`src/rtl/hex_sender.sv`:
```
`default_nettype none
// ============================================================================
//  Module   : hex_sender
//  Purpose  : On a rising edge of start, sends a captured value as ASCII hex
//             characters (MSB nibble first), optionally followed by CR LF,
//             into a UART TX FIFO with tx_full backpressure.
//  Revision : 1.0  initial release
// ============================================================================
module hex_sender #(
    parameter int NDIGITS   = 4,
    parameter int NEWLINE   = 1,
    parameter int UPPERCASE = 1
) (
    input  logic                 clk,
    input  logic                 rst,
    input  logic                 start,
    input  logic [4*NDIGITS-1:0] value,
    input  logic                 tx_full,
    output logic                 wr_uart,
    output logic [7:0]           w_data,
    output logic                 busy
);

    localparam int               NCHAR      = NDIGITS + 2 * NEWLINE;
    localparam int               IDX_W      = 4;
    localparam logic [IDX_W-1:0] LAST_IDX   = IDX_W'(NCHAR - 1);
    localparam logic [IDX_W-1:0] CR_IDX     = IDX_W'(NDIGITS);
    localparam logic [7:0]       ALPHA_BASE = (UPPERCASE != 0) ? 8'h41 : 8'h61;

    typedef enum logic [1:0] {
        ST_IDLE = 2'd0,
        ST_SEND = 2'd1,
        ST_GAP  = 2'd2
    } state_t;

    state_t                state_q,   state_d;
    logic                  start_q,   start_d;
    logic [4*NDIGITS-1:0]  shadow_q,  shadow_d;
    logic [IDX_W-1:0]      idx_q,     idx_d;
    logic                  wr_uart_q, wr_uart_d;
    logic [7:0]            w_data_q,  w_data_d;
    logic                  busy_q,    busy_d;

    logic                  start_edge;
    logic [3:0]            nibble;
    logic [7:0]            char_sel;

    assign start_edge = start & ~start_q;

    // Digit idx_q counts from the most significant nibble of the shadow copy.
    always_comb begin
        nibble = 4'h0;
        for (int i = 0; i < NDIGITS; i++) begin
            if (idx_q == IDX_W'(i)) begin
                nibble = shadow_q[4*(NDIGITS-1-i) +: 4];
            end
        end
    end

    always_comb begin
        if (idx_q < CR_IDX) begin
            if (nibble < 4'd10) begin
                char_sel = 8'h30 + {4'h0, nibble};
            end else begin
                char_sel = ALPHA_BASE + {4'h0, nibble - 4'd10};
            end
        end else if (idx_q == CR_IDX) begin
            char_sel = 8'h0D;
        end else begin
            char_sel = 8'h0A;
        end
    end

    always_comb begin
        state_d   = state_q;
        start_d   = start;
        shadow_d  = shadow_q;
        idx_d     = idx_q;
        wr_uart_d = 1'b0;
        w_data_d  = w_data_q;
        busy_d    = busy_q;
        case (state_q)
            ST_IDLE: begin
                busy_d = 1'b0;
                if (start_edge) begin
                    shadow_d = value;
                    idx_d    = '0;
                    busy_d   = 1'b1;
                    state_d  = ST_SEND;
                end
            end
            ST_SEND: begin
                if (!tx_full) begin
                    wr_uart_d = 1'b1;
                    w_data_d  = char_sel;
                    state_d   = ST_GAP;
                end
            end
            // One idle cycle after each write so tx_full reflects that write.
            ST_GAP: begin
                if (idx_q == LAST_IDX) begin
                    busy_d  = 1'b0;
                    state_d = ST_IDLE;
                end else begin
                    idx_d   = idx_q + IDX_W'(1);
                    state_d = ST_SEND;
                end
            end
            default: begin
                busy_d  = 1'b0;
                state_d = ST_IDLE;
            end
        endcase
    end

    always_ff @(posedge clk or negedge rst) begin
        if (!rst) begin
            state_q   <= ST_IDLE;
            start_q   <= 1'b0;
            shadow_q  <= '0;
            idx_q     <= '0;
            wr_uart_q <= 1'b0;
            w_data_q  <= 8'h00;
            busy_q    <= 1'b0;
        end else begin
            state_q   <= state_d;
            start_q   <= start_d;
            shadow_q  <= shadow_d;
            idx_q     <= idx_d;
            wr_uart_q <= wr_uart_d;
            w_data_q  <= w_data_d;
            busy_q    <= busy_d;
        end
    end

    assign wr_uart = wr_uart_q;
    assign w_data  = w_data_q;
    assign busy    = busy_q;

endmodule
`default_nettype wire

```
`config.mk`:
```
export PLATFORM = sky130hd
export DESIGN_NAME = hex_sender
export DESIGN_NICKNAME = d
export VERILOG_FILES = /design/src/rtl/hex_sender.sv
export SDC_FILE = /design/constraint.sdc
export NUM_CORES = 1
export LEC_CHECK = 0
export BUFFER_PORTS_ARGS = -buffer_cell sky130_fd_sc_hd__clkbuf_2
export CAP_MARGIN = 0
export CORE_MARGIN = 3
export CORE_UTILIZATION = 42
export CTS_CLUSTER_SIZE = 16
export DETAILED_ROUTE_END_ITERATION = 8
export PLACE_DENSITY = 0.65
export SKIP_CTS_REPAIR_TIMING = 1
export SKIP_LAST_GASP = 1
export SYNTH_ARGS = -nofsm -noshare
export SYNTH_HDL_FRONTEND = slang
export SYNTH_SLANG_ARGS = --single-unit
```
`constraint.sdc`:
```
create_clock -name clk -period 2.63 [get_ports clk]
set_clock_uncertainty 0.2 [all_clocks]
set_input_delay 0.526 -clock clk [delete_from_list [all_inputs] [get_ports clk]]
set_output_delay 0.526 -clock clk [all_outputs]
set_load 0.05 [all_outputs]
```
==> implementation parameters <==
Parameter                              Value

Status
  Result of the run ... finished with violations
  Violations in the final reports ... setup timing

Synthesis
  Synthesized instance count ... 150
  Synth unique cells ... 38
  Syn_nets ... around 180
  Netlist Area Pre-Place ... between 1500 and 2000 µm²
  Sequential share of the synthesized area ... 48.8%
  Top cells by area, synth ... sky130_fd_sc_hd__dfrtp_1 49%, sky130_fd_sc_hd__mux2_2 12%, sky130_fd_sc_hd__ha_1 5.3%
  Area fraction of the dominant cell type after synthesis ... 48.8%
  Count of warnings emitted by yosys ... 0
  Number of synthesized register bits ... 32
  Avg Cell Area, Syn ... roughly 11 µm²
  Biggest area consumer among synthesized cells ... sky130_fd_sc_hd__dfrtp_1

STA
  Transition time at the pin with the least slew margin ... 0.799 ns
  Worst max-slew margin expressed relative to the limit ... a little under half
  Post-Route Hold Slack ... between 0.1 and 0.15 ns
  Max Clock Freq ... 0.375 GHz
  Tcrit/Tclk final ... 102%
  Total setup violations reported at the end of the flow ... 1
  Final number of hold-violating endpoints ... 0
  Final worst slack ... -0.0401 ns
  Final number of max-transition violations ... 0
  Setup repair after global routing missed its margin ... yes
  Clock period minus final worst setup slack ... about 2.7 ns

Worst setup path
  Timing startpoint of the critical path ... idx_q[0]
  R2R cell count ... 9
  Endpoint of the worst register-to-register path ... w_data[2]
  Slowest cell on the critical path ... sky130_fd_sc_hd__or4_4
  Crit Reg-Reg Startpoint ... idx_q[0]
  Largest stage delay on the critical path ... approximately 0.53 ns
  Kind of capture point of the worst setup path ... flop
  Worst setup SP type ... flop
  Cell mode on critical path ... sky130_fd_sc_hd__ha_4
  Arrival time at the worst endpoint ... approximately 2.7 ns
  Minimum setup slack among reg-to-reg paths ... -0.04 ns
  Cell Chain, Critical Path ... inv_4 -> ha_4 -> nand2_1 -> o211a_1 -> or4_4 -> ha_4 -> xor2_2 -> or3_1 -> o221ai_2
  Top fanout value on the critical path ... 5
  Required time of the critical path ... about 2.6 ns
  Type of the setup path with the least slack ... reg -> reg

Clock network
  Source-to-sink clock delay at the later pin of the worst-skew pair ... around 0.27 ns
  Clock buffers created by TritonCTS ... 5
  TritonCTS clock tree ... yes
  Number of sinks driven by the clock tree ... 32
  Clock slew at reported path FFs ... ~0.06 ns
  Maximum count of clock buffers along a single path ... 2
  Max H-tree Level ... 2
  Clock root buffer ... sky130_fd_sc_hd__clkbuf_8

Finish
  Number of cells in the finished layout apart from fillers ... 236
  Inserted Diodes ... 0
  Nets ... 215
  Area grow syn2layout ... 24.2%
  Share of post-route cells with drive strength above 1 ... roughly 42%
  Seq. cell area ... between 800 and 900 µm²
  Footprint of the multi-input gates ... 842 µm²
  Commonest non-fill, non-tap cell in the layout ... sky130_fd_sc_hd__dfrtp_1
  Fillcell total ... about 340
  Most used cells in the layout excluding fill and tap cells ... 31 x sky130_fd_sc_hd__dfrtp_1, 28 x sky130_fd_sc_hd__clkbuf_2, 17 x sky130_fd_sc_hd__mux2_2, 14 x sky130_fd_sc_hd__nand2_1, 10 x sky130_fd_sc_hd__buf_4

Routing
  Initial drt markers ... slightly below 80
  Mean number of vias per cell ... roughly 5.4
  Drc violations ... 0
  Total length of routed wires ... between 3 and 4 mm
  Vias ... roughly 1,300
  Number of detailed-route iterations in the first pass ... 4
  Final ANT Viol Nets ... 0
  Per-cell routed wire length ... between 10 and 15 µm

Die
  Height of the chip ... ~70 µm
  Starting density of the core ... roughly 44%
  I/O Pins ... 30
  Count of standard-cell rows ... 22
  Die area ... approximately 4700 µm²
  Width of the die ... ~68 µm
  Core footprint ... between 3000 and 4000 µm²

Pwr
  Net Sw Frac ... approximately 43%
  Combinational fraction of design power ... between 50% and 60%
  LEAKAGE ... about 0.94 nW
  Internal power component ... approximately 1.5 mW
  Portion of total power attributed to the clock network ... between 10% and 20%
  Design Power ... about 2.7 mW
  Sequential share of power ... between 30% and 40%
  Power Dens Cells ... ~1300 nW/µm²
  Switching power total ... 1.15 mW
  IR Drop Worst-Case VDD ... 480 µV

Placement
  Placed Instances ... 227
  Input/output buffers ... 28
  Hpwl dp ... approximately 2.6 mm
  DP Worst Slack ... -0.0878 ns
  Gp weighted congestion ... about 0.81

GRT
  M1 GR Usage ... approximately 20%
  Global-route total usage across every layer ... between 10% and 20%
  Wire length of the first global-routing pass ... ~5.8 mm
  Vias in the first global route ... ~1,300
  GRT met2 Usage ... between 20% and 30%
  Global route overflow ... 0
  Met3 global-route usage ... ~3.9%
  Busiest layer in global routing ... met2
  Largest net degree at the start of global routing ... 33
  Antenna violations before repair ... 0

Worst hold path
  Min-Delay Path Class ... in -> async

Job
  Number of max-capacitance violations reported ... 0
cell families after synthesis:
family	after synthesis	synth area share (%)
buffers and inverters	17	4.27
multiplexers	17	11.7
XOR/XNOR	4	2.14
flip-flops	32	48.8
AO/OA/AOI/OAI	33	15.1
adder cells (fa/ha/maj)	7	5.34
AND/OR/NAND/NOR	39	12.4
other	1	0.229
synthesized netlist by cell type:
library cell and n:
sky130_fd_sc_hd__nand2_1 14, sky130_fd_sc_hd__nor2b_1 2, sky130_fd_sc_hd__o22ai_1 4, sky130_fd_sc_hd__nor2_1 8, sky130_fd_sc_hd__inv_2 1, sky130_fd_sc_hd__a21oi_1 3, sky130_fd_sc_hd__o21bai_1 1, sky130_fd_sc_hd__and2b_1 1
sky130_fd_sc_hd__a31oi_1 3, sky130_fd_sc_hd__o21ai_0 3, sky130_fd_sc_hd__or3b_4 1, sky130_fd_sc_hd__o211a_1 3, sky130_fd_sc_hd__o41ai_1 1, sky130_fd_sc_hd__conb_1 1, sky130_fd_sc_hd__clkbuf_1 4, sky130_fd_sc_hd__o221a_2 1
sky130_fd_sc_hd__o221ai_1 3, sky130_fd_sc_hd__or4_1 1, sky130_fd_sc_hd__inv_1 9, sky130_fd_sc_hd__ha_1 7, sky130_fd_sc_hd__a22o_1 5, sky130_fd_sc_hd__nand3_1 4, sky130_fd_sc_hd__buf_2 2, sky130_fd_sc_hd__and3_1 1
sky130_fd_sc_hd__and3b_1 1, sky130_fd_sc_hd__xnor2_1 1, sky130_fd_sc_hd__nand4_1 1, sky130_fd_sc_hd__dfrtp_1 32, sky130_fd_sc_hd__nor4_1 1, sky130_fd_sc_hd__o211ai_1 4, sky130_fd_sc_hd__buf_4 1, sky130_fd_sc_hd__a21boi_0 1
sky130_fd_sc_hd__mux2_2 17, sky130_fd_sc_hd__nand2b_1 2, sky130_fd_sc_hd__a31o_2 1, sky130_fd_sc_hd__xor2_1 3, sky130_fd_sc_hd__nor3_4 1, sky130_fd_sc_hd__or3_1 1
state kept, by name (all words and copies together) (netlist names):
signal	flops
wr_uart	1
start_q	1
idx_q	4
state_q	2
w_data	7
busy	1
shadow_q	16
worst max-delay path: cells and delay by family, from the launching register on:
| kind | cells | cell delay [ns] |
|---|---|---|
| compound gates | 2 | 0.38 |
| xor+xnor | 1 | 0.14 |
| fa+ha+maj | 2 | 0.43 |
| buf+inv | 1 | 0.09 |
| flops | 1 | 0.46 |
| simple gates | 3 | 0.90 |
worst max path at each step:
stage | to | slack (ns)
after floorplan | w_data[2] | 0.04
after global placement | w_data[2] | 0.03
after detailed placement | w_data[2] | -0.09
after CTS | w_data[2] | -0.12
after global routing | w_data[2] | -0.17
final | w_data[2] | -0.04
power by group through the flow:
stage,sequential [mW],combinational (mW),clock [mW]
after floorplan,1.02,0.826,0
after global placement,0.848,1.29,0
after detailed placement,0.861,1.35,0
after CTS,0.852,1.36,0.357
after global routing,0.888,1.64,0.382
final,0.858,1.49,0.347
final cells by class:
cell class / instances / share of cell area [%]
clock inverters: 1 / 0.246
repair buffers: 38 / 10.6
clock buffers: 6 / 3.56
flip-flops and latches: 32 / 39.4
multi-input cells: 101 / 41.3
inverters: 10 / 1.97
well taps: 48 / 2.95
through the flow:
stage	TNS [ns]	instance area, µm²	utilization, %
4_1_cts	-0.121	1960	52.8
2_1_floorplan	0	1660	-
3_3_place_gp	0	1880	50.7
6_report	-0.0401	2040	54.8
3_5_place_dp	-0.0878	1880	50.7
5_1_grt	-0.166	2040	54.8
per-layer routing:
layer / wire (µm) / vias up
met5: 0 / -
met4: 75 / 0
met3: 168 / 8
met2: 1720 / 33
met1: 1490 / 625
li1: - / 614
Power figures use the tool's default switching activity.
